$ cat config.mk
export PLATFORM = sky130hd
export DESIGN_NAME = prefix_adder_pipe
export DESIGN_NICKNAME = d
export VERILOG_FILES = /design/src/rtl/prefix_adder_pipe.sv
export SDC_FILE = /design/constraint.sdc
export NUM_CORES = 1
export LEC_CHECK = 0
export CAP_MARGIN = 25
export CORE_MARGIN = 2
export CORE_UTILIZATION = 56
export CTS_CLUSTER_SIZE = 8
export DETAILED_ROUTE_END_ITERATION = 6
export GPL_ROUTABILITY_DRIVEN = 1
export GPL_TIMING_DRIVEN = 0
export PLACE_DENSITY = 0.8
export SLEW_MARGIN = 0
export SYNTH_ARGS = -nofsm -noshare
export SYNTH_HDL_FRONTEND = slang
export SYNTH_SLANG_ARGS = --single-unit
$ cat constraint.sdc
create_clock -name clk -period 11.72 [get_ports clk]
set_input_delay 2.344 -clock clk [delete_from_list [all_inputs] [get_ports clk]]
set_output_delay 2.344 -clock clk [all_outputs]
set_load 0.03 [all_outputs]
$ cat src/rtl/prefix_adder_pipe.sv
// prefix_adder_pipe
//   Pipelined Kogge-Stone adder/subtractor with a valid/ready handshake on
//   both sides. A register stage follows every PIPE_EVERY prefix levels; the
//   last stage always ends in the output register, so the latency is
//   LAT = ceil(log2(WIDTH)/PIPE_EVERY) cycles at one op per cycle.
//
//   Parameters: WIDTH (power of 2, 8..64), PIPE_EVERY (1..log2(WIDTH)).
//   Optional feature: define PREFIX_ADDER_SAT_EN to clamp the sum to the most
//   positive/negative value on signed overflow (ovf and cout stay raw).
//
//   Ports:
//     clk, reset            rising-edge clock, synchronous active-low reset
//     in_valid / in_ready   input handshake (in_ready is combinational)
//     a, b, cin, sub        operands; sub=1 gives a-b (cin ignored)
//     out_valid / out_ready output handshake
//     sum, cout, ovf, zero  result, carry-out (no borrow for sub),
//                           signed overflow, sum==0
module prefix_adder_pipe #(
    parameter int WIDTH      = 32,
    parameter int PIPE_EVERY = 2
) (
    input  logic             clk,
    input  logic             reset,
    input  logic             in_valid,
    output logic             in_ready,
    input  logic [WIDTH-1:0] a,
    input  logic [WIDTH-1:0] b,
    input  logic             cin,
    input  logic             sub,
    output logic             out_valid,
    input  logic             out_ready,
    output logic [WIDTH-1:0] sum,
    output logic             cout,
    output logic             ovf,
    output logic             zero
);

    localparam int LEVELS = $clog2(WIDTH);
    localparam int LAT    = (LEVELS + PIPE_EVERY - 1) / PIPE_EVERY;

    logic adv;

    // Single global stall: every stage moves together or not at all.
    assign adv      = ~out_valid | out_ready;
    assign in_ready = adv;

    // Applies Kogge-Stone levels lo..hi-1 (span 2^k) and returns G or P.
    function automatic logic [WIDTH-1:0] ks_levels(
        input logic [WIDTH-1:0] g_in,
        input logic [WIDTH-1:0] p_in,
        input int unsigned      lo,
        input int unsigned      hi,
        input logic             want_p
    );
        logic [WIDTH-1:0] g, p, gn, pn;
        g = g_in;
        p = p_in;
        for (int unsigned k = lo; k < hi; k++) begin
            gn = g;
            pn = p;
            for (int unsigned i = (1 << k); i < WIDTH; i++) begin
                gn[i] = g[i] | (p[i] & g[i - (1 << k)]);
                pn[i] = p[i] & p[i - (1 << k)];
            end
            g = gn;
            p = pn;
        end
        return want_p ? p : g;
    endfunction

    // Stage 0: bitwise generate/propagate
    logic [WIDTH-1:0] bb, x0, g0, p0;
    logic             c0;

    always_comb begin
        bb = sub ? ~b : b;
        c0 = sub ? 1'b1 : cin;
        x0 = a ^ bb;
        g0 = a & bb;
        // Carry-in folded into bit 0 as the bit -1 generate; the combined
        // propagate of bit 0 is then zero, so G_prefix[i] is the carry out of bit i.
        g0[0] = g0[0] | (x0[0] & c0);
        p0    = x0;
        p0[0] = 1'b0;
    end

    // Intermediate register stages (none when LAT == 1)
    for (genvar s = 0; s < LAT - 1; s++) begin : stg
        logic [WIDTH-1:0] g_in, p_in, x_in;
        logic             c_in, a_in, b_in, v_in;
        logic [WIDTH-1:0] g_q, p_q, x_q;
        logic             c_q, a_q, b_q, v_q;

        if (s == 0) begin : src
            assign g_in = g0;
            assign p_in = p0;
            assign x_in = x0;
            assign c_in = c0;
            assign a_in = a[WIDTH-1];
            assign b_in = bb[WIDTH-1];
            assign v_in = in_valid;
        end else begin : src
            assign g_in = stg[s-1].g_q;
            assign p_in = stg[s-1].p_q;
            assign x_in = stg[s-1].x_q;
            assign c_in = stg[s-1].c_q;
            assign a_in = stg[s-1].a_q;
            assign b_in = stg[s-1].b_q;
            assign v_in = stg[s-1].v_q;
        end

        always_ff @(posedge clk) begin
            if (!reset) begin
                v_q <= 1'b0;
            end else if (adv) begin
                v_q <= v_in;
            end
        end

        always_ff @(posedge clk) begin
            if (adv) begin
                g_q <= ks_levels(g_in, p_in, s * PIPE_EVERY, (s + 1) * PIPE_EVERY, 1'b0);
                p_q <= ks_levels(g_in, p_in, s * PIPE_EVERY, (s + 1) * PIPE_EVERY, 1'b1);
                x_q <= x_in;
                c_q <= c_in;
                a_q <= a_in;
                b_q <= b_in;
            end
        end
    end

    // Final stage inputs
    logic [WIDTH-1:0] fg_in, fp_in, fx;
    logic             fc, fa, fb, fv;

    if (LAT == 1) begin : fin_src
        assign fg_in = g0;
        assign fp_in = p0;
        assign fx    = x0;
        assign fc    = c0;
        assign fa    = a[WIDTH-1];
        assign fb    = bb[WIDTH-1];
        assign fv    = in_valid;
    end else begin : fin_src
        assign fg_in = stg[LAT-2].g_q;
        assign fp_in = stg[LAT-2].p_q;
        assign fx    = stg[LAT-2].x_q;
        assign fc    = stg[LAT-2].c_q;
        assign fa    = stg[LAT-2].a_q;
        assign fb    = stg[LAT-2].b_q;
        assign fv    = stg[LAT-2].v_q;
    end

    logic [WIDTH-1:0] fg, raw_sum, res_sum;
    logic             res_cout, res_ovf;

    always_comb begin
        fg       = ks_levels(fg_in, fp_in, (LAT - 1) * PIPE_EVERY, LEVELS, 1'b0);
        raw_sum  = fx ^ {fg[WIDTH-2:0], fc};
        res_cout = fg[WIDTH-1];
        res_ovf  = (fa == fb) && (raw_sum[WIDTH-1] != fa);
`ifdef PREFIX_ADDER_SAT_EN
        if (res_ovf) begin
            res_sum = fa ? {1'b1, {(WIDTH-1){1'b0}}} : {1'b0, {(WIDTH-1){1'b1}}};
        end else begin
            res_sum = raw_sum;
        end
`else
        res_sum = raw_sum;
`endif
    end

    // Output register
    always_ff @(posedge clk) begin
        if (!reset) begin
            out_valid <= 1'b0;
            sum       <= '0;
            cout      <= 1'b0;
            ovf       <= 1'b0;
            zero      <= 1'b0;
        end else if (adv) begin
            out_valid <= fv;
            sum       <= res_sum;
            cout      <= res_cout;
            ovf       <= res_ovf;
            zero      <= (res_sum == '0);
        end
    end

endmodule
==> metrics.txt <==
CP Max Fanout 44; R2R Path End stg[0].g_q[16]; Hold Crit Endpoint fx[19]; clock buffer depth 3; DRC Markers 0; Tcrit/Tclk final 61.6%; Worst-Skew Late Latency 0.53 ns; CP startpoint kind primary input; RSZ-0062 raised after global routing no; WHS Path Cells 0; status finished clean; Hold Crit Class flip-flop to flip-flop; total CTS buffers 30; Main synth FF type edfxtp_1; simple-gate share of the synthesized area 9.60%; Avg Cell Area, Syn 13.0 sq um; antenna-violating nets left 0; I/O pin cnt 107; Setup Buffers After CTS 0; worst clock skew 0.0116 ns; DIE HEIGHT 131 um; hpwl dp 14300 um; die width 131 um; Syn. warnings 0; GP Congestion 0.866; post-synthesis sequential area ratio 68.1%; Worst-Margin Slew 0.457 ns; Setup TNS Final 0 ns; htree depth 1; port bufs 105; Worst path top cell family by delay buffers and inverters; max_cap viols 0; Worst-path clk slew 0.05 ns; Initial Util 56.9%; Routed WL 20200 um; Pleak 4.45 nW; ys async rst share 0%; count leader, synth edfxtp_1; final-report setup violation count 0; number of flops mapped to enable cells by yosys 178; synthesized cell area 8970 sq um; Synth top cells by count edfxtp_1 (178), nand2_1 (117), a21oi_1 (61), nor2_1 (42), o21ai_0 (40); die area 17000 sq um; Slew Viols, Final 0; fillcell total 1054; library cells used by synthesis 31; largest family of logic cells by synthesized area compound AO/OA/AOI/OAI gates; chain of cells forming the critical path clkdlybuf4s50_1 -> nor2b_1 -> inv_1 -> buf_2 -> buf_2 -> buf_12 -> buf_16 -> buf_12 -> clkdlybuf4s50_1; mux contribution to synthesized area 0%; compound-cell area share of the yosys netlist 10.5%; Final nets 935; CTS Hold Bufs 0; Worst Setup End Kind primary output; global-route wire length before repair 30700 um; # diodes 0; DR vias/cell 5.62; Synth area leader edfxtp_1; layout cells sized above 1 5.14%; grt ovf 0; post-cts resize count 0; crit-path max cell delay 0.71 ns; xor and xnor area share after synthesis 6.25%; via count 6023; drt first pass iters 5; CTS tree yes; core footprint 15800 sq um; crit path kind primary input to primary output; Synthesized Nets 793; Final Hold Fails 0; setup slack, reg-to-reg 9.40 ns; WP buf/inv 8; hold path start stg[0].x_q[19]; Sink Count 216; fmax 139 MHz; post-synthesis register bit count 216; top cell type's share of synthesized area 59.6%; Slew headroom 69.3%; Req. time, crit path 9.38 ns; Post-Syn Instances 691; Clock Root Buffer clkbuf_16; WP data arrival 4.87 ns; Crit Reg-Reg Startpoint out_valid; Critical Path Slowest Stage Cell clkdlybuf4s50_1; number of DRC markers in iteration 0 665; Inst Count DP 1017; minimum clock period 7.22 ns; row count 46; Peak supply drop 144 uV; Syn-to-layout area delta 25.6%; Synth Area in Adders 4.46%; Worst Reg-to-Reg Cells 8; ranking of synthesized cells by area edfxtp_1 (60%), dfxtp_1 (8.5%), nand2_1 (4.9%); vias in the first global route 6027; fin cells 1072; Overall Global Routing Usage 23.9%; initial antenna violation count 0; largest net degree at the start of global routing 48; post-DR wirelength/cell 18.8 um; pwr/cell area 196 nW/um^2
## state kept, by name, indices dropped and copies added (netlist names)
| name | count |
|---|---|
| stg.g_q | 32 |
| fc | 1 |
| stg.a_q | 1 |
| cout | 1 |
| fp_in | 16 |
| fa | 1 |
| fg_in | 32 |
| stg.v_q | 1 |
| stg.p_q | 28 |
| fx | 32 |
| stg.x_q | 32 |
| fv | 1 |
| sum | 32 |
| ovf | 1 |
| fb | 1 |
| stg.b_q | 1 |
| out_valid | 1 |
| stg.c_q | 1 |
| zero | 1 |
## routing by layer
| metal | part of all wire (%) | global-route usage (%) | vias up |
|---|---|---|---|
| met2 | 51 | 42.3 | 273 |
| li1 | - | - | 2809 |
| met1 | 39 | 30.4 | 2891 |
| met4 | 2.8 | 8.51 | 0 |
| met3 | 7.2 | 3.34 | 50 |
| met5 | 0 | 0 | - |
## cell usage in the layout (no fill, tap or decap), types with 32 or more instances in the layout
cell,n
a21oi_1,61
o21ai_0,40
ha_1,32
nand2_1,117
edfxtp_1,178
dfxtp_1,38
xor2_1,33
clkdlybuf4s50_1,105
nor2_1,42
## layout make-up
class,instances,area [sq um],share of cell area [%]
Sequential cell,216,6110,54.2
Multi-Input combinational cell,453,2770,24.5
Timing Repair Buffer,110,1160,10.3
Clock buffer,55,866,7.69
Tap cell,216,270,2.40
Buffer,16,76.3,0.678
Inverter,6,22.5,0.200
## logic make-up (layout without fill, tap and decap cells)
| group | after synthesis | count (layout) |
|---|---|---|
| DFF | 216 | 216 |
| and+or+nand+nor | 203 | 203 |
| AOI/OAI and AO/OA | 154 | 154 |
| xor gates and xnor gates | 64 | 64 |
| adders and majority gates | 32 | 32 |
| buffers and inverters | 22 | 187 |
## power by group
group	total, mW	leakage, nW	switching (mW)	internal (mW)
Combinational	0.380	1.77	0.220	0.161
Clock	0.789	0.410	0.301	0.488
Sequential	1.04	2.27	0.0702	0.973
## per-stage QoR
step | setup WS [ns] | hold WS, ns | utilization [%] | area (sq um) | power [mW]
2_1_floorplan | 1.53 | 0.400 | - | 8970 | 1.26
3_3_place_gp | -1.89 | 0.401 | 65.2 | 10300 | 1.41
3_5_place_dp | 4.51 | 0.405 | 65.9 | 10400 | 1.43
4_1_cts | 4.49 | 0.414 | 71.4 | 11300 | 2.22
5_1_grt | 4.34 | 0.420 | 71.4 | 11300 | 2.29
6_report | 4.50 | 0.412 | 71.4 | 11300 | 2.21
## worst max-delay path by stage
stage / startpoint / endpoint / slack (ns) / cells past startpoint
floorplan: out_ready / in_ready / 1.53 / 4
global placement: out_ready / in_ready / -1.89 / 6
detailed placement: out_ready / in_ready / 4.51 / 9
CTS: out_ready / in_ready / 4.49 / 9
global route: out_ready / in_ready / 4.34 / 9
finish: out_ready / in_ready / 4.50 / 9
No activity file was read; power rests on OpenSTA's default activity.
